**config.mk**
```make
export PLATFORM = sky130hd
export DESIGN_NAME = ex_stage_mc
export DESIGN_NICKNAME = d
export VERILOG_FILES = /design/src/rtl/ex_stage_mc_pkg.sv /design/src/rtl/ex_mul_iter.sv /design/src/rtl/ex_stage_mc.sv
export SDC_FILE = /design/constraint.sdc
export NUM_CORES = 1
export LEC_CHECK = 0
export BUFFER_PORTS_ARGS = -buffer_cell sky130_fd_sc_hd__clkbuf_2
export CAP_MARGIN = 20
export CORE_MARGIN = 3
export CORE_UTILIZATION = 45
export CTS_BUF_LIST = sky130_fd_sc_hd__clkbuf_4 sky130_fd_sc_hd__clkbuf_8
export DETAILED_ROUTE_END_ITERATION = 12
export HOLD_SLACK_MARGIN = 0.15
export PLACE_DENSITY_LB_ADDON = 0.15
export REMOVE_ABC_BUFFERS = 1
export SLEW_MARGIN = 20
export SYNTH_ARGS = -nofsm -noshare
export SYNTH_HDL_FRONTEND = slang
export SYNTH_SLANG_ARGS = --single-unit
```
**constraint.sdc**
```tcl
create_clock -name clk -period 13.8 [get_ports clk]
set_clock_uncertainty 0.1 [all_clocks]
set_input_delay 1.38 -clock clk [delete_from_list [all_inputs] [get_ports clk]]
set_output_delay 1.38 -clock clk [all_outputs]
set_load 0.01 [all_outputs]
```
**src/rtl/ex_stage_mc_pkg.sv**
```systemverilog
// rtl/ex_stage_mc_pkg.sv - shared opcodes and FSM state type for the execute stage
package ex_stage_mc_pkg;

  // Stage control states
  typedef enum logic {
    ST_IDLE = 1'b0,
    ST_BUSY = 1'b1
  } ex_state_e;

  // Opcode values, compared after zero-extension to 32 bits so any OP_W works
  localparam logic [31:0] OPC_LDW  = 32'd1;
  localparam logic [31:0] OPC_SDW  = 32'd2;
  localparam logic [31:0] OPC_ADD  = 32'd3;
  localparam logic [31:0] OPC_ADDI = 32'd4;
  localparam logic [31:0] OPC_SUB  = 32'd5;
  localparam logic [31:0] OPC_AND  = 32'd6;
  localparam logic [31:0] OPC_OR   = 32'd7;
  localparam logic [31:0] OPC_XOR  = 32'd8;
  localparam logic [31:0] OPC_SLT  = 32'd9;
  localparam logic [31:0] OPC_MUL  = 32'd10;
  localparam logic [31:0] OPC_MULH = 32'd11;

  // Ops whose B operand comes from the immediate field
  function automatic logic uses_imm(input logic [31:0] opc);
    return (opc == OPC_LDW) || (opc == OPC_SDW) || (opc == OPC_ADDI);
  endfunction

  // Ops handled by the iterative multiplier
  function automatic logic is_mul_op(input logic [31:0] opc);
    return (opc == OPC_MUL) || (opc == OPC_MULH);
  endfunction

endpackage

```
**src/rtl/ex_mul_iter.sv**
```systemverilog
// rtl/ex_mul_iter.sv - iterative unsigned shift-add multiplier, MUL_K bits per cycle
module ex_mul_iter #(
  parameter int XLEN  = 32,
  parameter int MUL_K = 1
) (
  input  logic            clk,
  input  logic            rst,
  input  logic            flush,
  input  logic            start,
  input  logic [XLEN-1:0] a,
  input  logic [XLEN-1:0] b,
  output logic            done,
  output logic [XLEN-1:0] prod_hi,
  output logic [XLEN-1:0] prod_lo
);

  localparam int STEPS = XLEN / MUL_K;
  localparam int CW    = $clog2(STEPS + 1);

  // acc_q low half starts as the multiplier and is consumed MUL_K bits at a
  // time from the bottom while the partial product grows in from the top.
  logic [XLEN-1:0]       mcand_q;
  logic [2*XLEN-1:0]     acc_q;
  logic [2*XLEN-1:0]     acc_d;
  logic [CW-1:0]         cnt_q;
  logic [XLEN+MUL_K-1:0] partial;
  logic [XLEN+MUL_K-1:0] sum;

  // One radix-2^MUL_K step: add multiplicand times the low digit, shift right
  always_comb begin
    partial = {{MUL_K{1'b0}}, mcand_q} * {{XLEN{1'b0}}, acc_q[MUL_K-1:0]};
    sum     = {{MUL_K{1'b0}}, acc_q[2*XLEN-1:XLEN]} + partial;
    acc_d   = {sum, acc_q[XLEN-1:MUL_K]};
  end

  // The product is presented combinationally on the final step so the
  // stage can capture it on the same edge the counter reaches zero.
  assign done              = (cnt_q == CW'(1));
  assign {prod_hi, prod_lo} = acc_d;

  // Operand load, stepping and abort
  always_ff @(posedge clk) begin
    if (rst) begin
      mcand_q <= '0;
      acc_q   <= '0;
      cnt_q   <= '0;
    end else if (flush) begin
      cnt_q <= '0;
    end else if (start) begin
      mcand_q <= a;
      acc_q   <= {{XLEN{1'b0}}, b};
      cnt_q   <= CW'(STEPS);
    end else if (cnt_q != '0) begin
      acc_q <= acc_d;
      cnt_q <= cnt_q - CW'(1);
    end
  end

endmodule

```
**src/rtl/ex_stage_mc.sv**
```systemverilog
// rtl/ex_stage_mc.sv - handshaked execute stage with single-cycle ALU and iterative multiplier
module ex_stage_mc
  import ex_stage_mc_pkg::*;
#(
  parameter int XLEN  = 32,
  parameter int RA_W  = 5,
  parameter int OP_W  = 6,
  parameter int MUL_K = 1
) (
  input  logic            clk,
  input  logic            rst,
  input  logic            flush,
  input  logic            in_valid,
  output logic            in_ready,
  input  logic [XLEN-1:0] imm_in,
  input  logic [XLEN-1:0] val_rs_in,
  input  logic [XLEN-1:0] val_rt_in,
  input  logic [RA_W-1:0] rwd_in,
  input  logic [OP_W-1:0] opcode_in,
  output logic            out_valid,
  input  logic            out_ready,
  output logic [XLEN-1:0] val_rt_out,
  output logic [RA_W-1:0] rwd_out,
  output logic [OP_W-1:0] opcode_out,
  output logic [XLEN-1:0] alu_res_out,
  output logic            zf_out,
  output logic            busy
);

  ex_state_e       state_q, state_d;
  logic [31:0]     opc;
  logic [XLEN-1:0] b_op;
  logic [XLEN-1:0] alu_res;
  logic            accept, is_mul, mul_start, mul_done;
  logic [XLEN-1:0] prod_hi, prod_lo, mul_res;
  logic [XLEN-1:0] pend_rt;
  logic [RA_W-1:0] pend_rwd;
  logic [OP_W-1:0] pend_op;

  assign opc       = 32'(opcode_in);
  assign busy      = (state_q == ST_BUSY);
  assign in_ready  = !busy && !flush && (!out_valid || out_ready);
  assign accept    = in_valid && in_ready;
  assign is_mul    = is_mul_op(opc);
  assign mul_start = accept && is_mul;
  assign b_op      = uses_imm(opc) ? imm_in : val_rt_in;
  assign mul_res   = (32'(pend_op) == OPC_MULH) ? prod_hi : prod_lo;

  // Single-cycle ALU; unknown and multiply opcodes yield zero here
  always_comb begin
    alu_res = '0;
    case (opc)
      OPC_ADD, OPC_ADDI, OPC_LDW, OPC_SDW: alu_res = val_rs_in + b_op;
      OPC_SUB: alu_res = val_rs_in - b_op;
      OPC_AND: alu_res = val_rs_in & b_op;
      OPC_OR:  alu_res = val_rs_in | b_op;
      OPC_XOR: alu_res = val_rs_in ^ b_op;
      OPC_SLT: alu_res = {{(XLEN-1){1'b0}}, ($signed(val_rs_in) < $signed(b_op))};
      default: alu_res = '0;
    endcase
  end

  ex_mul_iter #(
    .XLEN (XLEN),
    .MUL_K(MUL_K)
  ) u_mul (
    .clk    (clk),
    .rst    (rst),
    .flush  (flush),
    .start  (mul_start),
    .a      (val_rs_in),
    .b      (b_op),
    .done   (mul_done),
    .prod_hi(prod_hi),
    .prod_lo(prod_lo)
  );

  // Next-state logic: enter BUSY on a multiply accept, leave on completion or flush
  always_comb begin
    state_d = state_q;
    case (state_q)
      ST_IDLE: if (mul_start) state_d = ST_BUSY;
      ST_BUSY: if (mul_done)  state_d = ST_IDLE;
      default: state_d = ST_IDLE;
    endcase
    if (flush) state_d = ST_IDLE;
  end

  // State register
  always_ff @(posedge clk) begin
    if (rst) state_q <= ST_IDLE;
    else     state_q <= state_d;
  end

  // Output slot and multiply side-band; flush only drops valid, data stays stale
  always_ff @(posedge clk) begin
    if (rst) begin
      out_valid   <= 1'b0;
      val_rt_out  <= '0;
      rwd_out     <= '0;
      opcode_out  <= '0;
      alu_res_out <= '0;
      zf_out      <= 1'b0;
      pend_rt     <= '0;
      pend_rwd    <= '0;
      pend_op     <= '0;
    end else if (flush) begin
      out_valid <= 1'b0;
    end else begin
      if (out_valid && out_ready) out_valid <= 1'b0;
      if (accept && !is_mul) begin
        out_valid   <= 1'b1;
        val_rt_out  <= val_rt_in;
        rwd_out     <= rwd_in;
        opcode_out  <= opcode_in;
        alu_res_out <= alu_res;
        zf_out      <= (alu_res == '0);
      end
      if (mul_start) begin
        pend_rt  <= val_rt_in;
        pend_rwd <= rwd_in;
        pend_op  <= opcode_in;
      end
      if (busy && mul_done) begin
        out_valid   <= 1'b1;
        val_rt_out  <= pend_rt;
        rwd_out     <= pend_rwd;
        opcode_out  <= pend_op;
        alu_res_out <= mul_res;
        zf_out      <= (mul_res == '0);
      end
    end
  end

endmodule

```
Yosys cells after proc, flatten, opt, wreduce, memory -nomap -nowiden. Cells that the tools add are included.

Bits in registers: 223. Bits of input ports: 112. Word-level logic and storage cells: 88.

$add $sub $neg: 4. Multiply operators: 1. $lt $le $gt $ge: 1. Equal/unequal tests: 13. Mux-type cells: 23. Bitwise operators: 5. Reduce and logical (&&, ||, !) cells: 27.

Operators by type and width (number): $mux 32 (6); $pmux 32 s6 (1); $mux 64 (2); $logic_not 32->1 (2); $add 32x33->33 (1); $mul 32x1->33 (1); $add 32x32->32 (1); $and 32x32->32 (1); $lt 32x32->1 (1); $or 32x32->32 (1); $sub 32x32->32 (1); $xor 32x32->32 (1); $eq 6x4->1 const B (5); $eq 6x3->1 const B (4); $mux 6 (4); $eq 6x1->1 const B (2); $eq 6x2->1 const B (2); $mux 5 (2); $logic_and 1x1->1 (7); $mux 1 (7); $reduce_and 2->1 (3); $reduce_bool 6->1 (1); $sub 6x1->6 const B (1); $logic_not 1->1 (4); other kinds (8) (13).

Depth between registers and ports, before layout.
Depth in word-level cells: 9. Depth in mapped cells: 24. Mapped depth without buffers: 19.

Modules after synthesis. A second synthesis with hierarchy kept.

Cells, all modules: 2310. Area total of the unflattened synthesis: 17277.8 um2.

Modules (own cells, without submodules): ex_stage_mc (instances 1, cells each 1589, area each 11348.4 um2); ex_mul_iter (instances 1, cells each 721, area each 5929.4 um2).

Worst setup path before layout. Ideal clock, no wire load.

Path type: input port to flip-flop. Start: input port opcode_in[0]. End: register zf_out. Library setup time: 124 ps. Data arrival time: 6084 ps. Data required time: 13576 ps. Slack: 7492 ps. Stages on the path: 24. Buffers on the path: 6. Path through: clkbuf_1 > o21ai_0 > nand3_1 > buf_2 > clkbuf_1 > buf_2 > a21oi_1 > clkbuf_1 > mux2_2 > inv_1 > ha_1 > buf_6 > nor4_4 > o21ai_2 > o311ai_4 > nor3_1 > and3_4 > o41ai_4 > mux2i_1 > nor3_2 > and4bb_1 > and4_1 > a41oi_2 > o31ai_2.

Longest elaborated chain between the ends: 9. Elaborated cells between the ends (all ways): 30.

Ends and longest elaborated chain: start, declared (line ex_stage_mc.sv:19) `input logic [OP_W-1:0] opcode_in,`; $eq 6x1->1 / $eq 6x2->1 (equally long branches) (line ex_stage_mc_pkg.sv:25, ex_stage_mc.sv:52); $logic_or 1x1->1 (2 in series) (line ex_stage_mc_pkg.sv:25) `return (opc == OPC_LDW) || (opc == OPC_SDW) || (opc == OPC_ADDI);`; $mux 32 (line ex_stage_mc.sv:46) `assign b_op = uses_imm(opc) ? imm_in : val_rt_in;`; $sub 32x32->32 (tied with other cells) (line ex_stage_mc.sv:54) `OPC_SUB: alu_res = val_rs_in - b_op;`; $pmux 32 s6 (line ex_stage_mc.sv:52) `case (opc)`; $logic_not 32->1 (line ex_stage_mc.sv:117) `zf_out <= (alu_res == '0);`; $mux 1 (line ex_stage_mc.sv:111) `if (accept && !is_mul) begin`; $mux 1 (line ex_stage_mc.sv:124) `if (busy && mul_done) begin`; end signal, assigned (line ex_stage_mc.sv:117); end signal, assigned (line ex_stage_mc.sv:130) `zf_out <= (mul_res == '0);`; end, declared (line ex_stage_mc.sv:26) `output logic zf_out,`.

Several ways; a longest one is shown, not always the timed one. The select of a mux whose other input is x is not followed. A chain may end at the register's enable or synchronous reset.

Worst setup path in the final report. Same ends and word-level chain as after synthesis.

==> metrics.cfg <==
[sta]
worst_slew_margin_rel_pct=30.1
rsz0062_at_grt=false
fmax_mhz=134
fin_crit_ns=7.45
post-route-period-util_pct=54.0
hold_viol_final=0
finalMaxSlewViolations=0
setup_viol=0
final.setup.tns_ns=0
worstMarginPinSlew_ns=1.05

[global_routing]
grt.total_usage_pct=32.4
antenna_found_initial=0
grt_overflow=0
grt_start_max_net_pins=137
grt_pass1_wl_um=106000
grt_pass1_vias=17809

[place]
place_hpwl_um=50500
io_buffers=190
gp_congestion=0.997
dp_cells=2966

[hold_path]
min_from=u_mul.mcand_q[11]
hold-path-cell-count=2
hold_path_class=flip-flop to flip-flop
hold-path-endpoint=u_mul.mcand_q[11]

[logic_synthesis]
synthCells=2415
async_flop_share_pct=0
synth_edf_count=0
synth_cell_types=95
syn_area_per_cell_um2=7.26
synth-seq-cells=223
synth-main-ff-cell=dfxtp_1
synth_warnings=0
synth_area_um2=17500
yosysSeqAreaShare_pct=25.5

[setup_path]
worstSetupPathType=primary input to flip-flop
rrSetupSlack_ns=8.73
r2r-end=zf_out
crit_fanout=39
worstSetupEndpointType=flip-flop
cp_data_arrival_time_ns=7.91
worstRegToRegCells=15
cp.required_ns=14.26
reg2reg_from=u_mul.acc_q[0]
worstSetupStartpointType=primary input

[power_and_ir_drop]
vdd_drop_max_mv=0.143
power_density_nw_per_um2=108
p_leak_nw=7.97

[cells_and_area]
antenna_cells=0
syn2layout_area_growth_pct=11.9
drive_above_1_share_pct=14.3
nets=2750
stdcell_count=3041
fin_util_pct=51.6

[clock_network]
ctsResizeCount=0
cts_post_setup_buffers_inserted=0
clk_pin_slew_ns=0.07
clkLatencyLatePin_ns=0.64
cts_hold_buf=0
cts_buffer_depth=3
cts_buffers=41
cts-root-buf=clkbuf_8
h-tree-depth=2
cts_tree=yes
clock-sinks=223

[routing]
wl_per_cell_um=22.8
drtAntennaViolNets=0
drt_iter0_markers=1815
drc=0
viasPerCell=6.19
firstDrtPassIters=6
routed_wl_um=69400
dr_total_vias=18822

[floorplanning]
fp.dieW_um=203
pin_count=191
die-area_um2=41400
rows=71
start_util_pct=46.1
dieHeight_um=203
core_area_um2=38000

[flow_run]
cap_violations=0

[status]
status=complete, no violations

kinds of logic (layout without fill, tap and decap cells):
group	count (synthesis)	in the layout	share of synthesized area, %
AO/OA/AOI/OAI	738	738	28.6
adder cells (fa/ha/maj)	140	140	10.1
AND/OR/NAND/NOR	937	937	24.2
multiplexers	59	59	3.51
flip-flops	223	223	25.5
buffers and inverters	284	399	6.39
XOR/XNOR	34	34	1.70
flip-flops by register name, summed over array words and instances (netlist names), 5 cells and up:
signal         count
u_mul.cnt_q        6
pend_op            6
alu_res_out       32
pend_rt           32
val_rt_out        32
rwd_out            5
pend_rwd           5
u_mul.acc_q       64
u_mul.mcand_q     32
opcode_out         6
worst max-delay path by stage:
stage                       startpoint              end  slack, ns  cells after the start
after detailed placement  opcode_in[0]           zf_out       5.95                     21
after global placement    opcode_in[0]           zf_out       5.85                     21
after global routing      opcode_in[0]           zf_out       6.05                     21
final                     opcode_in[0]           zf_out       6.35                     21
after floorplan              out_ready  u_mul.acc_q[37]       3.31                      8
after CTS                 opcode_in[0]           zf_out       6.58                     21
final cells by class:
cell class | instances | area (um^2)
Tap cell | 511 | 639
Timing Repair Buffer | 217 | 1170
Clock inverter | 7 | 47.5
Inverter | 107 | 402
Fill cell | 3923 | 18400
Sequential cell | 223 | 4460
Multi-Input combinational cell | 1908 | 12000
Clock buffer | 68 | 867
power breakdown:
group	switching, mW	internal [mW]	total [mW]
logic	0.458	0.204	0.662
registers	0.0557	0.684	0.740
clock network	0.310	0.398	0.708
Yosys cell counts (19+ instances only):
| library cell | number | area (um^2) |
|---|---|---|
| inv_1 | 107 | 402 |
| nor3_1 | 42 | 210 |
| dfxtp_1 | 223 | 4460 |
| buf_2 | 29 | 145 |
| nand2b_1 | 20 | 125 |
| a211oi_1 | 47 | 353 |
| a21o_1 | 24 | 180 |
| mux2i_1 | 39 | 390 |
| nand3_1 | 39 | 195 |
| a21oi_1 | 254 | 1270 |
| xnor2_1 | 20 | 175 |
| clkbuf_1 | 125 | 469 |
| nand2_1 | 416 | 1560 |
| o21ai_0 | 83 | 415 |
| o31ai_1 | 19 | 143 |
| ha_1 | 137 | 1710 |
| nor2_1 | 246 | 923 |
| a22oi_1 | 34 | 255 |
| o211ai_1 | 48 | 360 |
| mux2_2 | 20 | 225 |
| and2_1 | 44 | 275 |
| a311oi_1 | 65 | 569 |
| nand4_1 | 26 | 163 |
routing by layer:
layer | GRT usage [%] | wire length (um) | vias to the layer above | share of wire [%]
met5 | 0 | 0 | - | 0
met4 | 9.54 | 1880 | 0 | 2.7
met3 | 6.15 | 5890 | 117 | 8.5
met2 | 49.0 | 29800 | 798 | 43
met1 | 46.9 | 31800 | 9091 | 46
li1 | - | - | 8816 | -
critical path, stage by stage:
cell and delay, ns:
clkbuf_2 0.09, buf_4 0.40, or3_1 0.22, nand3_2 0.07
buf_4 0.28, a21oi_4 0.56, buf_4 0.51, mux2i_1 0.69
ha_1 0.41, inv_1 0.21, nor3_1 0.41, nor4_1 0.09
a21oi_1 0.29, a41oi_1 0.28, nor4_1 0.39, mux2i_1 0.22
o21ai_0 0.13, a211oi_1 0.66, and4_1 0.33, a41oi_2 0.14
o31ai_2 0.09
stage by stage:
step / total power [mW] / instance area [um^2] / hold slack, ns / setup slack, ns
finish: 2.11 / 19600 / 0.348 / 6.35
CTS: 2.11 / 19600 / 0.350 / 6.58
floorplan: 1.13 / 16800 / 0.326 / 3.31
global placement: 1.40 / 18700 / 0.340 / 5.85
detailed placement: 1.40 / 18700 / 0.344 / 5.95
global route: 2.21 / 19600 / 0.370 / 6.05
cells in the final DEF (no fill, tap or decap), types with 8 or more instances in the layout:
| master | count |
|---|---|
| a2111oi_0 | 9 |
| a211oi_1 | 47 |
| a21boi_0 | 8 |
| a21o_1 | 24 |
| a21oi_1 | 253 |
| a22oi_1 | 34 |
| a311oi_1 | 65 |
| a31oi_1 | 12 |
| and2_1 | 44 |
| and3_1 | 14 |
| buf_4 | 26 |
| clkbuf_2 | 189 |
| clkbuf_4 | 11 |
| clkbuf_8 | 57 |
| dfxtp_1 | 223 |
| ha_1 | 137 |
| inv_1 | 107 |
| mux2_2 | 20 |
| mux2i_1 | 39 |
| nand2_1 | 416 |
| nand2b_1 | 20 |
| nand3_1 | 37 |
| nand4_1 | 26 |
| nor2_1 | 243 |
| nor2b_1 | 17 |
| nor3_1 | 42 |
| nor4_1 | 13 |
| o2111ai_1 | 8 |
| o211ai_1 | 48 |
| o21ai_0 | 83 |
| o21bai_1 | 17 |
| o31ai_1 | 19 |
| or3_1 | 18 |
| xnor2_1 | 20 |
| xor2_1 | 14 |
Power figures use the tool's default switching activity.
